`src/rtl/note_sequencer.sv`:
```
// Four-note melody sequencer: plays ones, tens, hund, thou as timed notes with silent gaps.
// Optional build macro SEQ_LOOP_EN: replay the melody continuously until stop or reset.
module note_sequencer #(
    parameter int unsigned NOTE_TICKS = 5_000_000,
    parameter int unsigned GAP_TICKS  = 500_000
) (
    input  logic       CLK,
    input  logic       RST_N,
    input  logic       start,
    input  logic       stop,
    input  logic [1:0] tempo_sel,
    input  logic [3:0] ones,
    input  logic [3:0] tens,
    input  logic [3:0] hund,
    input  logic [3:0] thou,
    output logic [3:0] noteKey,
    output logic       tone_en,
    output logic [3:0] an,
    output logic       busy,
    output logic       done
);

    typedef enum logic [1:0] {
        S_IDLE = 2'd0,
        S_PLAY = 2'd1,
        S_GAP  = 2'd2,
        S_FIN  = 2'd3
    } state_t;

    localparam logic [31:0] GAP_LAST = (GAP_TICKS == 32'd0) ? 32'd0 : 32'(GAP_TICKS - 32'd1);

    state_t      state_q, state_d;
    state_t      adv_state_s;
    logic [1:0]  idx_q, idx_d, adv_idx_s;
    logic [31:0] cnt_q, cnt_d;
    logic [15:0] snap_q, snap_d;
    logic [1:0]  tempo_q, tempo_d;
    logic [31:0] note_len_s;
    logic [3:0]  digit_s;

    logic [3:0]  note_key_q, note_key_d;
    logic        tone_en_q, tone_en_d;
    logic [3:0]  an_q, an_d;
    logic        busy_q, busy_d;
    logic        done_q, done_d;

    function automatic logic [3:0] digit_at(input logic [15:0] snap, input logic [1:0] idx);
        logic [3:0] d;
        case (idx)
            2'd0:    d = snap[3:0];
            2'd1:    d = snap[7:4];
            2'd2:    d = snap[11:8];
            2'd3:    d = snap[15:12];
            default: d = 4'd0;
        endcase
        return d;
    endfunction

    assign note_len_s = 32'(NOTE_TICKS) << tempo_q;

    // State register plus registered outputs, cleared asynchronously.
    always_ff @(posedge CLK or negedge RST_N) begin
        if (!RST_N) begin
            state_q    <= S_IDLE;
            idx_q      <= 2'd0;
            cnt_q      <= 32'd0;
            snap_q     <= 16'd0;
            tempo_q    <= 2'd0;
            note_key_q <= 4'd0;
            tone_en_q  <= 1'b0;
            an_q       <= 4'b1111;
            busy_q     <= 1'b0;
            done_q     <= 1'b0;
        end else begin
            state_q    <= state_d;
            idx_q      <= idx_d;
            cnt_q      <= cnt_d;
            snap_q     <= snap_d;
            tempo_q    <= tempo_d;
            note_key_q <= note_key_d;
            tone_en_q  <= tone_en_d;
            an_q       <= an_d;
            busy_q     <= busy_d;
            done_q     <= done_d;
        end
    end

    // Next-state logic; stop outranks every counter event outside IDLE.
    always_comb begin
        state_d = state_q;
        idx_d   = idx_q;
        cnt_d   = cnt_q;
        snap_d  = snap_q;
        tempo_d = tempo_q;
        if (idx_q == 2'd3) begin
            adv_state_s = S_FIN;
            adv_idx_s   = idx_q;
        end else begin
            adv_state_s = S_PLAY;
            adv_idx_s   = idx_q + 2'd1;
        end
        case (state_q)
            S_IDLE: begin
                if (start && !stop) begin
                    state_d = S_PLAY;
                    idx_d   = 2'd0;
                    cnt_d   = 32'd0;
                    snap_d  = {thou, hund, tens, ones};
                    tempo_d = tempo_sel;
                end else begin
                    state_d = S_IDLE;
                end
            end
            S_PLAY: begin
                if (stop) begin
                    state_d = S_IDLE;
                    idx_d   = 2'd0;
                    cnt_d   = 32'd0;
                end else if (cnt_q == note_len_s - 32'd1) begin
                    cnt_d = 32'd0;
                    if (GAP_TICKS != 32'd0) begin
                        state_d = S_GAP;
                    end else begin
                        state_d = adv_state_s;
                        idx_d   = adv_idx_s;
                    end
                end else begin
                    cnt_d = cnt_q + 32'd1;
                end
            end
            S_GAP: begin
                if (stop) begin
                    state_d = S_IDLE;
                    idx_d   = 2'd0;
                    cnt_d   = 32'd0;
                end else if (cnt_q == GAP_LAST) begin
                    cnt_d   = 32'd0;
                    state_d = adv_state_s;
                    idx_d   = adv_idx_s;
                end else begin
                    cnt_d = cnt_q + 32'd1;
                end
            end
            S_FIN: begin
                cnt_d = 32'd0;
                idx_d = 2'd0;
                if (stop) begin
                    state_d = S_IDLE;
                end else begin
`ifdef SEQ_LOOP_EN
                    state_d = S_PLAY;
`else
                    state_d = S_IDLE;
`endif
                end
            end
            default: begin
                state_d = S_IDLE;
                idx_d   = 2'd0;
                cnt_d   = 32'd0;
            end
        endcase
    end

    // Output values for the upcoming state, so the registered outputs line up with it.
    always_comb begin
        note_key_d = 4'd0;
        tone_en_d  = 1'b0;
        an_d       = 4'b1111;
        busy_d     = 1'b0;
        done_d     = 1'b0;
        digit_s    = digit_at(snap_d, idx_d);
        case (state_d)
            S_PLAY: begin
                busy_d = 1'b1;
                if (digit_s >= 4'd1 && digit_s <= 4'd9) begin
                    note_key_d = digit_s;
                    tone_en_d  = 1'b1;
                end else begin
                    note_key_d = 4'd0;
                    tone_en_d  = 1'b0;
                end
                case (idx_d)
                    2'd0:    an_d = 4'b1110;
                    2'd1:    an_d = 4'b1101;
                    2'd2:    an_d = 4'b1011;
                    2'd3:    an_d = 4'b0111;
                    default: an_d = 4'b1111;
                endcase
            end
            S_GAP: begin
                busy_d     = 1'b1;
                note_key_d = note_key_q;
            end
            S_FIN: begin
                busy_d     = 1'b1;
                done_d     = 1'b1;
                note_key_d = note_key_q;
            end
            default: begin
                busy_d = 1'b0;
            end
        endcase
    end

    assign noteKey = note_key_q;
    assign tone_en = tone_en_q;
    assign an      = an_q;
    assign busy    = busy_q;
    assign done    = done_q;

endmodule

```
`config.mk`:
```
export PLATFORM = sky130hd
export DESIGN_NAME = note_sequencer
export DESIGN_NICKNAME = d
export VERILOG_FILES = /design/src/rtl/note_sequencer.sv
export SDC_FILE = /design/constraint.sdc
export NUM_CORES = 1
export LEC_CHECK = 0
export CAP_MARGIN = 20
export CORE_ASPECT_RATIO = 0.8
export CORE_MARGIN = 3
export CORE_UTILIZATION = 53
export CTS_CLUSTER_SIZE = 14
export DETAILED_ROUTE_END_ITERATION = 8
export PLACE_DENSITY = 0.77
export SLEW_MARGIN = 20
export SYNTH_ARGS = -nofsm -noshare
export SYNTH_HDL_FRONTEND = slang
export SYNTH_SLANG_ARGS = --single-unit
```
`constraint.sdc`:
```
create_clock -name CLK -period 2.81 [get_ports CLK]
set_input_delay 0.562 -clock CLK [delete_from_list [all_inputs] [get_ports CLK]]
set_output_delay 0.562 -clock CLK [all_outputs]
set_load 0.01 [all_outputs]
```
==> results by stage, run 1 <==
Run status:
- The run finished with clean final reports.

STA:
- The clock arrives with 0.009533 ns of skew.
- The post-layout minimum cycle time is 2.790 ns.
- The final max-slew violation count came to 0.
- The setup TNS after final layout is 0 ns.
- The headroom to the max-slew limit is 55.86%.
- The measured slew at the worst slew-check pin is roughly 0.66 ns.
- The maximum achievable frequency is around 360 MHz.
- The number of endpoints with negative hold slack in the final report is 0.
- The worst path uses between 90% and 100% of the clock period.
- Setup repair after global routing could not meet its margin everywhere.
- The final worst-path setup slack is about 0.02 ns.
- The count of endpoints failing setup in the final report is 0.

Die:
- The die width is slightly above 100 µm.
- The starting density of the core is approximately 56%.
- The row count is 27.
- The core region is 0.007094 mm².
- 33 I/O pins were placed.
- The die is 83.75 µm tall.
- The die covers about 0.0086 mm².

Flow run:
- The count of maximum capacitance violations is 0.

GRT:
- The initial antenna violation count was 0.
- For this run, the total global-route usage over all layers was measured as 27.85%.
- The global-route wire length before repair is about 19,000 µm.
- The pin count of the biggest net entering global routing is 40.
- After global routing the overflow that remains totals 0.
- For met1 alone, demand over resource in global routing was 41.03%.
- The via count of the first global-routing pass is between 3,000 and 4,000.
- The met2 track demand over resource is around two fifths.
- In the global route stage, met3 resource usage came out at just under 7%.
- The layer flagged by global routing as most heavily used is met1.

Critical path:
- The worst setup path is captured at a register.
- Data on the critical path is required at its endpoint by 3.04 ns.
- The worst flop-to-flop path startpoint is cnt_q[23].
- The worst-case register-to-register setup slack is between 0.015 and 0.02 ns.
- The critical path in this run is classified as reg2reg.
- The category of the worst setup path launch point is a register.
- The worst register-to-register path ends at tone_en.
- Along the worst path, the maximum fanout reaches 4.
- The data arrival time of the worst path is around 3.0 ns.
- The worst register-to-register path has a depth of 7.
- The beginning of the critical path is cnt_q[23].

Logic synthesis:
- In the post-synthesis netlist, the biggest area contributors are dfrtp_1, ha_1, nand2_1.
- The count of unique library cells instantiated by Yosys is 70.
- The primary flip-flop cell chosen by synthesis mapping is dfrtp_1.
- Counting instances in the post-synthesis netlist gives the leading cell types as dfrtp_1, nand2_1, nand3_1, o21ai_0, a21oi_1.
- Synthesis handed over a netlist of 429 instances.
- Among all cell types in the netlist, the one instantiated most often is dfrtp_1.
- The number of synthesis warnings is 0.
- Counting flops with an async set or reset pin after synthesis yields a share of 100.0%.
- The post-synthesis area per instance is about 9.3 µm².
- After synthesis the cells add up to roughly 0.004 mm².
- The synthesized design devotes to its leading area cell type between 30% and 40% of total area.
- In this run, synthesis inferred 0 flip-flops with an integrated enable.
- The number of nets handed over by synthesis was around 460.
- Summed over all instances, the cell type with the most area after synthesis is dfrtp_1.
- The number of synthesized register bits is 65.
- Of the synthesized area, sequential elements account for between 40% and 50%.

Routing:
- In the routed design, unresolved DRC markers number 0.
- The per-cell via count in the routed design is roughly 6.3.
- For this block, the routed nets add up to 11,550 µm of wire.
- The routed length per placed instance is 18.77 µm.
- The first routing iteration left about 440 violations.
- The count of TritonRoute iterations in the first routing pass is 5.
- The via count is between 3,000 and 4,000.
- The post-route antenna net violation count is 0.

CTS:
- The number of clock sinks is 65.
- Buffers inserted to repair hold after CTS numbered 0.
- The clock tree synthesis step divided the H-tree into 3 levels.
- The number of clock buffers inserted by TritonCTS is 9.
- TritonCTS built the clock tree.
- The cell sitting at the root of the clock tree is a clkbuf_8.
- The register clock-pin slew on the reported worst setup and hold paths is about 0.070 ns.
- The clock reaches the later pin of the worst-skew pair after 0.35 ns.
- The clock tree buffer depth is 2.

Cells and area:
- The final net count is around 560.
- Relative to the synthesized area, the layout overhead comes to 31.49%.
- The finished layout holds just over 600 standard cells, fillers aside.
- 0 antenna diodes ended up in the layout.
- The ratio of cells with drive above 1 in the final layout is 27.08%.

Min path:
- The worst hold-check path type is in2async.

Pwr:
- The worst ir drop on vdd is 0.3058 mV.
- For this design the ratio of total power to cell area is around 440 mW/mm².
- The static leakage is roughly 2.3 nW.

Place:
- Before CTS, the worst setup slack after placement is -0.1036 ns.
- Routability-driven placement finished with a final weighted congestion of between 1 and 1.5.
- Buffers placed on the I/O ports in this run total 32.
- Detailed placement ended at an HPWL of ~8500 µm.
- The number of placed instances with taps included is ~590.
==> sequential cells by signal, summed over array words and instances (netlist names) <==
| register | cells |
|---|---|
| cnt_q | 32 |
| snap_q | 16 |
| an | 4 |
| noteKey | 4 |
| idx_q | 2 |
| state_q | 2 |
| tempo_q | 2 |
| busy | 1 |
| done | 1 |
| tone_en | 1 |
==> metal layers <==
metal	wire length [µm]	up-vias	part of all wire (%)
met5	0	-	0
met4	218	0	1.9
met3	981	27	8.5
met2	5035	189	44
met1	5310	1881	46
li1	-	1806	-
==> area by class of cell <==
| class | instances | area (µm²) |
|---|---|---|
| Multi-Input combinational cell | 322 | 2344 |
| Fill cell | 500 | 1828 |
| Sequential cell | 65 | 1633 |
| Timing Repair Buffer | 106 | 920.9 |
| Clock buffer | 13 | 148.9 |
| Tap cell | 87 | 108.9 |
| Inverter | 19 | 71.32 |
| Clock inverter | 3 | 40.04 |
==> logic make-up after synthesis <==
group	after synthesis	synth area share (%)
AO/OA/AOI/OAI	114	19.78
buffers and inverters	42	4.186
flip-flops	65	40.74
multiplexers	25	6.623
AND/OR/NAND/NOR	159	22.21
adder cells (fa/ha/maj)	13	4.061
XOR/XNOR	11	2.405
==> worst max-delay path by stage <==
stage                     slack, ns         end
after global routing          -0.14  noteKey[2]
after global placement        -0.03     tone_en
after CTS                     0.007     tone_en
after floorplan                0.01     tone_en
after detailed placement      -0.10     tone_en
final                          0.02     tone_en
==> repair_timing <==
item | in CTS | in global routing
buffers inserted | 1 | 4
setup endpoints to repair | 7 | 31
pin swaps | 0 | 8
gates resized for setup | 7 | 20
==> power breakdown <==
part | leakage [nW] | total, mW | switching (mW) | internal, mW
logic | 1.37 | 0.499 | 0.262 | 0.237
registers | 0.849 | 1.02 | 0.0227 | 0.996
clock network | 0.0974 | 0.787 | 0.355 | 0.432
==> placed cells by master (no fill, tap or decap), types with 11 or more instances in the layout <==
cell	instances
nor2_1	17
dfrtp_1	60
ha_1	12
mux2_2	12
o21ai_0	23
mux2i_1	11
nand2_1	37
inv_1	16
buf_4	70
nand3_1	26
clkdlybuf4s50_1	31
a31oi_1	15
a21oi_1	17
==> worst max-delay path: stages, from the launching register on <==
cell      delay [ns]
dfrtp_1         0.37
or4b_4          0.55
or3_4           0.42
or4_4           0.53
a21oi_2         0.15
a311oi_2        0.06
or2_1           0.27
o311a_1         0.34
==> per-stage QoR <==
step           power [mW]  utilization, %  area, µm²  hold slack, ns
3_5_place_dp        1.487           69.37       4921          0.4762
3_3_place_gp        1.471           69.37       4921          0.4701
4_1_cts             2.278           72.54       5146          0.2451
5_1_grt             2.413           74.23       5266          0.2692
2_1_floorplan       1.283               -       4021          0.2664
6_report            2.305           74.23       5266          0.2393
No activity file was read; power rests on OpenSTA's default activity.
==> run 2: changes to the inputs <==
--- a/config.mk
+++ b/config.mk
@@ -8,10 +8,10 @@
 export CAP_MARGIN = 20
 export CORE_ASPECT_RATIO = 0.8
 export CORE_MARGIN = 3
-export CORE_UTILIZATION = 53
+export CORE_UTILIZATION = 49
 export CTS_CLUSTER_SIZE = 14
 export DETAILED_ROUTE_END_ITERATION = 8
-export PLACE_DENSITY = 0.77
+export PLACE_DENSITY = 0.72
 export SLEW_MARGIN = 20
 export SYNTH_ARGS = -nofsm -noshare
 export SYNTH_HDL_FRONTEND = slang
==> constraint.sdc (replaced) <==
create_clock -name CLK -period 2.3 [get_ports CLK]
set_input_delay 0.46 -clock CLK [delete_from_list [all_inputs] [get_ports CLK]]
set_output_delay 0.46 -clock CLK [all_outputs]
set_load 0.01 [all_outputs]
==> results by stage, run 2 (synthesis results as in run 1) <==
Run status:
- The run finished, with violations left.
- The final reports fail on DRC, setup timing.

Pwr:
- The post-layout total power came to 3.164 mW (+37%).
- The power per unit of standard cell area is 492.6 mW/mm² (+13%).
- The worst ir drop on vdd is 0.3800 mV (+24%).
- The static leakage is 2.779 nW (+20%).

Critical path:
- The family with the most delay on the worst path is simple AND/OR/NAND/NOR gates.
- The cell that appears most often on the critical path is buf_6.
- The delay of the slowest cell on the worst path came to 0.56 ns (about the same).
- The critical path class is reg2reg.
- The count of buffering cells on the critical path with inverters included came to 5 (+5).
- The kind of capture point of the worst setup path is a register.
- Among all stages on the critical path, the largest delay is contributed by or4_4.
- The largest fanout on the critical path is 8 (+4).
- The data arrival time of the worst path is 3.06 ns (+0.03 ns).
- The critical path goes through or4_4, buf_6, a2111oi_4, nand4_1, o21ai_2, buf_4, a21oi_4, buf_12, buf_6, buf_6, a21oi_2, a31oi_1.
- The worst setup path is launched from a register.
- The required time of the critical path is 2.52 ns (-0.52 ns).

STA:
- The share of the cycle needed by the critical path after routing was 123.8% (+25 points).
- The final max-slew violation count was 0 (unchanged).
- The maximum clock skew at final layout was 0.01203 ns (+0.002492 ns).
- The measured slew at the worst slew-check pin is 1.035 ns (+0.3727 ns).
- The post-layout minimum cycle time was 2.847 ns (+0.05706 ns).
- The setup TNS after final layout was -19.32 ns (-19.32 ns).
- The number of endpoints with negative hold slack in the final report is 0 (unchanged).
- The headroom to the max-slew limit is 31.01% (-25 points).
- Setup repair after global routing could not meet its margin everywhere.
- The count of endpoints failing setup in the final report is 45 (+45).
- The final worst-path setup slack is -0.5475 ns (-0.5671 ns).
- The maximum achievable frequency is 351.2 MHz (-2.0%).

GRT:
- The global routing usage summed across all routing layers was 30.74% (+2.9 points).
- The total grt overflow is 0 (unchanged).
- The pin count of the biggest net entering global routing was 31 (-23%).
- The via count of the first global-routing pass is 4,285 (+12%).
- The initial antenna violation count is 0 (unchanged).
- The global-route wire length before repair is 22,200 µm (+18%).

Cells and area:
- The relative area change from synthesis to final layout is 60.39%.
- The post-route cell area was 0.006424 mm² (+22%).
- The sequential cell area is 0.001635 mm² (+0.15%).
- The largest registers in the layout are cnt_q: 32 flops, snap_q: 16 flops.
- The number of flip-flops in the largest register came to 32 (unchanged).
- The count of filler cells inserted in the layout came to 395 (-21%).
- The antenna cell count was 0 (unchanged).
- The ratio of cells with drive above 1 in the final layout is 46.88% (+20 points).
- In the layout the commonest cells are buf_4, dfrtp_1, nand2_1.
- The most common library cell in the layout ignoring fill and taps is buf_4.
- The end-of-flow core utilization is 83.72% (+9.5 points).
- The combined area of the multi-input logic cells came to 0.002824 mm² (+21%).
- The final net count is 623 (+12%).
- Ranked by flip-flop count, first place goes to cnt_q.

CTS:
- The number of clock buffers inserted by TritonCTS is 9 (unchanged).
- The clock tree buffer depth is 2 (unchanged).
- The register clock-pin slew on the reported worst setup and hold paths is 0.08 ns (about the same).
- The number of H-tree levels is 3 (unchanged).
- The insertion delay of the later-clocked pin in the worst-skew pair is 0.36 ns (about the same).
- The CTS root buffer is clkbuf_8.
- TritonCTS built the clock tree.
- The hold-fix buffer count after cts came to 0 (unchanged).
- The number of clock sinks was 65 (unchanged).

Die:
- The die area is 0.009302 mm² (+7.6%).
- The height of the chip is 86.87 µm (+3.7%).
- The count of pins on the block boundary is 33 (unchanged).
- The row count is 28 (+3.7%).
- The core area is 0.007672 mm² (+8.1%).
- The die width was 107.1 µm (+3.8%).
- The starting density of the core is 52.20% (-4.3 points).

Routing:
- The via count is 4,592 (+18%).
- The per-cell via count in the routed design is 6.579 (+3.7%).
- The post-route antenna net violation count is 0 (unchanged).
- The met2 wire length was 7238 µm (+44%).
- The overall routed net length is 16,130 µm (+40%).
- The routed length per placed instance is 23.11 µm (+23%).
- The highest layer touched by signal routing is met4.
- The count of TritonRoute iterations in the first routing pass is 9 (+4).
- The detailed-route wire length on metal 1 is 6066 µm (+14%).
- The total DRC errors in the routed layout came to 1 (+1).
- The number of DRC markers after the initial detailed-route iteration is 620 (+40%).
- The routed length on met3 is 2005 µm (+100%).

Place:
- The HPWL reported at the end of detailed placement is 9411 µm (+10%).
- The placed instance area was 0.005314 mm² (+8.0%).
- The post-placement setup slack is -0.5693 ns (-0.4657 ns).
- The placer's final routability congestion estimate is 0.9988 (-1.5%).
- The number of buffers added on ports is 32 (unchanged).

Flow run:
- The count of maximum capacitance violations is 0 (unchanged).

Min path:
- The path class of the tightest hold or removal check is in2async.
[run 2: cell count changes in the layout (fill, tap and decap cells not counted), sizes merged]
cell	before	now
bufinv	1	2
clkinv	3	6
clkinvlp	0	1
clkbuf	13	11
buf	75	139
inv	18	16
[run 2: through the flow]
stage | std cells | hold WS (ns)
floorplan | 429 | 0.1644
CTS | 688 | 0.06041
detailed placement | 658 | 0.4331
finish | 698 | 0.04820
global placement | 658 | 0.4291
global route | 698 | 0.06532
[run 2: power by group]
part / total [mW] / internal [mW] / switching, mW
Combinational: 0.813 / 0.407 / 0.406
Sequential: 1.27 / 1.22 / 0.0474
Clock: 1.09 / 0.605 / 0.481
Total: 3.16 / 2.23 / 0.934
[run 2: worst paths after layout]
path | to | startpoint | slack [ns] | cells after the start
max | cnt_q[20] | cnt_q[31] | -0.55 | 12
min | cnt_q[15] | RST_N | 0.05 | 1
max reg2reg | cnt_q[20] | cnt_q[31] | -0.55 | 12
min reg2reg | noteKey[3] | noteKey[3] | 0.49 | 2
max in group asynchronous | snap_q[0] | RST_N | 1.61 | 2
min in group CLK | noteKey[3] | noteKey[3] | 0.49 | 2
[run 2: what timing repair did]
item	4_1_cts	5_1_grt
setup buffers	12	15
pin swaps	27	33
gates resized for setup	76	78
setup endpoints to repair	45	45
cloned	3	1
[run 2: per-layer routing]
| metal | global-route usage (%) | up-vias |
|---|---|---|
| met3 | 8.228 | 100 |
| met1 | 43.13 | 2179 |
| met5 | 0 | - |
| met4 | 9.988 | 0 |
| met2 | 46.51 | 376 |
| li1 | - | 1937 |
[run 2: final cells by class]
| class | instances | area share (%) |
|---|---|---|
| multi-input combinational | 322 | 43.96 |
| timing repair buffer | 171 | 23.92 |
| inverter | 19 | 1.344 |
| tap | 105 | 2.045 |
| clock buffer | 10 | 1.987 |
| sequential | 65 | 25.46 |
| clock inverter | 6 | 1.286 |
==> run 3: changes to the inputs <==
--- a/config.mk
+++ b/config.mk
@@ -5,10 +5,12 @@
 export SDC_FILE = /design/constraint.sdc
 export NUM_CORES = 1
 export LEC_CHECK = 0
+export ABC_AREA = 1
 export CAP_MARGIN = 20
 export CORE_ASPECT_RATIO = 0.8
 export CORE_MARGIN = 3
 export CORE_UTILIZATION = 49
+export CTS_BUF_LIST = sky130_fd_sc_hd__clkbuf_4 sky130_fd_sc_hd__clkbuf_8
 export CTS_CLUSTER_SIZE = 14
 export DETAILED_ROUTE_END_ITERATION = 8
 export PLACE_DENSITY = 0.72
==> results by stage, run 3 <==
Place:
- The post-placement setup slack was -0.3048 ns (+0.2645 ns).
- The HPWL reported at the end of detailed placement came to 8559 µm (-9.1%).
- The placer's final routability congestion estimate came to 0.9777 (-2.1%).
- The number of buffers added on ports is 32 (unchanged).

Cells and area:
- The antenna cell count is 0 (unchanged).
- The ratio of cells with drive above 1 in the final layout is 36.94% (-9.9 points).
- In the final layout, the registers with the most flip-flops are cnt_q: 32 flops, snap_q: 16 flops.
- The relative area change from synthesis to final layout is 42.59%.
- Leaving out fill and tap cells, the most frequent cells in the layout are nand2_1, buf_4, dfrtp_1.
- The final net count came to 658 (+5.6%).
- The count of filler cells inserted in the layout was 555 (+41%).
- The register with the most flip-flops in the final layout is cnt_q.
- The number of flip-flops in the largest register came to 32 (unchanged).
- The library cell used most frequently in the layout, excluding fill and tap cells, is nand2_1.

Logic synthesis:
- The sequential cell area fraction in the yosys report is 39.25% (-1.5 points).
- Ranked by total cell area, the synthesized netlist is headed by dfrtp_1, nand2_1, xor2_1.
- nand2_1 is the most common cell in the netlist.
- The fraction of registers with async set or reset after synthesis is 100.0% (unchanged).
- The count of unique library cells instantiated by Yosys is 40 (-43%).
- The synthesized area is 0.004156 mm² (+3.8%).
- The area share of the leading cell type in the synthesized netlist is 36.72% (-1.4 points).
- Among all flip-flop cells after synthesis, the most frequent one is dfrtp_1.
- The total nets after synthesis was 547 (+18%).
- The biggest area contributor in the post-synthesis netlist is dfrtp_1.
- The count of mapped cells out of synthesis is 512 (+19%).
- The number of synthesis warnings is 0 (unchanged).
- The number of synthesized register bits was 65 (unchanged).
- The count of flip-flops with a built-in enable after synthesis was 0 (unchanged).
- In the synthesized netlist, the cells that appear most often are nand2_1, dfrtp_1, inv_1, nor2_1, nand3_1.
- The post-synthesis area per instance is 8.118 µm² (-13%).

GRT:
- The via count of the first global-routing pass is 3,904 (-8.9%).
- The global routing usage summed across all routing layers is 25.82% (-4.9 points).
- The total grt overflow is 0 (unchanged).
- The initial antenna violation count is 0 (unchanged).
- The pin count of the biggest net entering global routing is 66 (+110%).
- The global-route wire length before repair is 19,050 µm (-14%).

Pwr:
- The static leakage came to 2.676 nW (-3.7%).
- The post-layout total power is 3.250 mW (+2.7%).
- The worst ir drop on vdd came to 0.4755 mV (+25%).
- The power per unit of standard cell area is 548.3 mW/mm² (+11%).

STA:
- The share of the cycle needed by the critical path after routing is 103.4% (-20 points).
- The maximum clock skew at final layout is 0.01123 ns (-0.0007949 ns).
- The maximum achievable frequency is 420.6 MHz (+20%).
- The measured slew at the worst slew-check pin is 0.6254 ns (-0.4095 ns).
- The setup TNS after final layout was -0.1287 ns (+19.19 ns).
- The final max-slew violation count is 0 (unchanged).
- Setup repair after global routing could not meet its margin everywhere.
- The headroom to the max-slew limit is 57.93% (+27 points).
- The final worst-path setup slack was -0.07737 ns (+0.4701 ns).
- The count of endpoints failing setup in the final report is 3 (-93%).
- The post-layout minimum cycle time is 2.377 ns (-0.4701 ns).
- The number of endpoints with negative hold slack in the final report is 0 (unchanged).

Critical path:
- The delay of the slowest cell on the worst path is 0.50 ns (-0.06 ns).
- The largest fanout on the critical path was 8 (unchanged).
- The data arrival time of the worst path is 2.61 ns (-0.45 ns).
- The cell family contributing the most delay on the critical path is buffers and inverters.
- The critical path class is in2reg.
- The slowest stage of the critical path belongs to the cell clkdlybuf4s50_1.
- The category of the worst setup path launch point is an input port.
- The cell type with the highest occurrence count on the critical path is inv_1.
- The count of buffering cells on the critical path with inverters included was 6 (+1).
- The required time of the critical path is 2.53 ns (about the same).
- The critical path goes through clkdlybuf4s50_1, inv_1, nand2_1, inv_1, nand2_4, buf_12, buf_4, mux2i_1, inv_1, nand4_1, nand4_1, nor2_4, nand3_2, nand3_2, nand2_1.
- The worst setup path is captured at a register.

Routing:
- The post-route antenna net violation count was 0 (unchanged).
- The via count was 4,146 (-9.7%).
- The number of DRC markers after the initial detailed-route iteration came to 325 (-48%).
- The per-cell via count in the routed design is 5.633 (-14%).
- The total DRC errors in the routed layout is 0 (-1).
- The routed length per placed instance is 18.25 µm (-21%).
- The count of TritonRoute iterations in the first routing pass is 5 (-4).
- The overall routed net length is 13,430 µm (-17%).

Die:
- The starting density of the core came to 51.37% (-0.83 points).
- The count of pins on the block boundary is 33 (unchanged).
- The height of the chip came to 88.38 µm (+1.7%).
- The core area is 0.008092 mm² (+5.5%).
- The die width is 109.0 µm (+1.8%).
- The row count came to 29 (+3.6%).
- The die area was 0.009631 mm² (+3.5%).

CTS:
- The register clock-pin slew on the reported worst setup and hold paths is 0.08 ns (about the same).
- The clock tree from TritonCTS is built.
- The CTS root buffer is clkbuf_8.
- The number of H-tree levels is 3 (unchanged).
- The hold-fix buffer count after cts is 0 (unchanged).
- The number of clock buffers inserted by TritonCTS is 9 (unchanged).
- The insertion delay of the later-clocked pin in the worst-skew pair is 0.35 ns (about the same).
- The number of clock sinks is 65 (unchanged).
- The clock tree buffer depth is 2 (unchanged).

Flow run:
- The count of maximum capacitance violations is 0 (unchanged).

Run status:
- The final reports fail on setup timing.
- The run finished, with violations left.

Min path:
- In this run the worst hold path is classified as in2async.
## run 3: changes by cell type after synthesis, sizes merged, moves of 16 or more
cell,change
nor2,+46
clkbuf,-16
xor2,+22
inv,+55
o22ai,+28
nand2,+70
## run 3: worst reg2reg max path: stages (launching register included)
cell,delay [ns]
dfrtp_1,0.46
inv_1,0.14
nand2_1,0.08
nor2_1,0.13
nand2_1,0.13
nor2_2,0.12
nand2_1,0.07
nand2_1,0.07
nand3_2,0.08
nand2_4,0.09
nand2_4,0.08
buf_8,0.15
o21ai_1,0.13
nand3_1,0.12
nand2_1,0.10
nand3_2,0.10
nand3_2,0.08
nand2_1,0.06
## run 3: cells by family after synthesis
group,share of synthesized area (%)
AND/OR/NAND/NOR,28.96
buffers and inverters,8.579
flip-flops,39.25
AO/OA/AOI/OAI,8.368
XOR/XNOR,7.164
multiplexers,3.763
adder cells (fa/ha/maj),3.913
## run 3: area by class of cell
type	count	area (µm²)	area share, %
Clock buffer	10	137.6	2.322
Timing Repair Buffer	115	1062	17.92
Sequential cell	65	1637	27.61
Clock inverter	6	113.9	1.921
Tap cell	108	135.1	2.280
Multi-Input combinational cell	360	2552	43.07
Inverter	72	289.0	4.877
## run 3: worst paths after layout
path / from / to / slack, ns / depth (start not counted)
max in group asynchronous: RST_N / an[3] / 1.83 / 2
min reg2reg: snap_q[7] / snap_q[7] / 0.51 / 1
max reg2reg: cnt_q[6] / noteKey[1] / -0.02 / 17
min in group CLK: snap_q[7] / snap_q[7] / 0.51 / 1
min: RST_N / snap_q[11] / 0.09 / 2
max: stop / noteKey[1] / -0.08 / 15
## run 3: metrics by stage
step	area [µm²]	hold WS (ns)	cells	util (%)
finish	5927	0.08693	736	73.25
global route	5927	0.1360	736	73.25
global placement	4996	0.4678	692	61.74
detailed placement	4996	0.4837	692	61.74
CTS	5295	0.1262	708	65.44
floorplan	4156	0.1644	512	-
## run 3: where the power goes
part / switching, mW / leakage (nW) / internal (mW)
Combinational: 0.394 / 1.72 / 0.351
Clock: 0.497 / 0.119 / 0.754
Sequential: 0.0368 / 0.839 / 1.22
Total: 0.928 / 2.68 / 2.32
## run 3: metal layers
metal / global-route usage [%] / up-vias / wire length (µm)
met1: 35.96 / 2016 / 5789
met3: 6.054 / 32 / 1168
li1: - / 1904 / -
met5: 0 / - / 0
met2: 40.02 / 194 / 6210
met4: 8.372 / 0 / 261
## run 3: repair_timing
| item | CTS | global route |
|---|---|---|
| gates resized for setup | 14 | 97 |
| setup buffers | 0 | 27 |
| hold endpoints to repair | 0 | 0 |
| pin swaps | 1 | 39 |
| setup endpoints to repair | 5 | 42 |
| gates cloned | 0 | 2 |
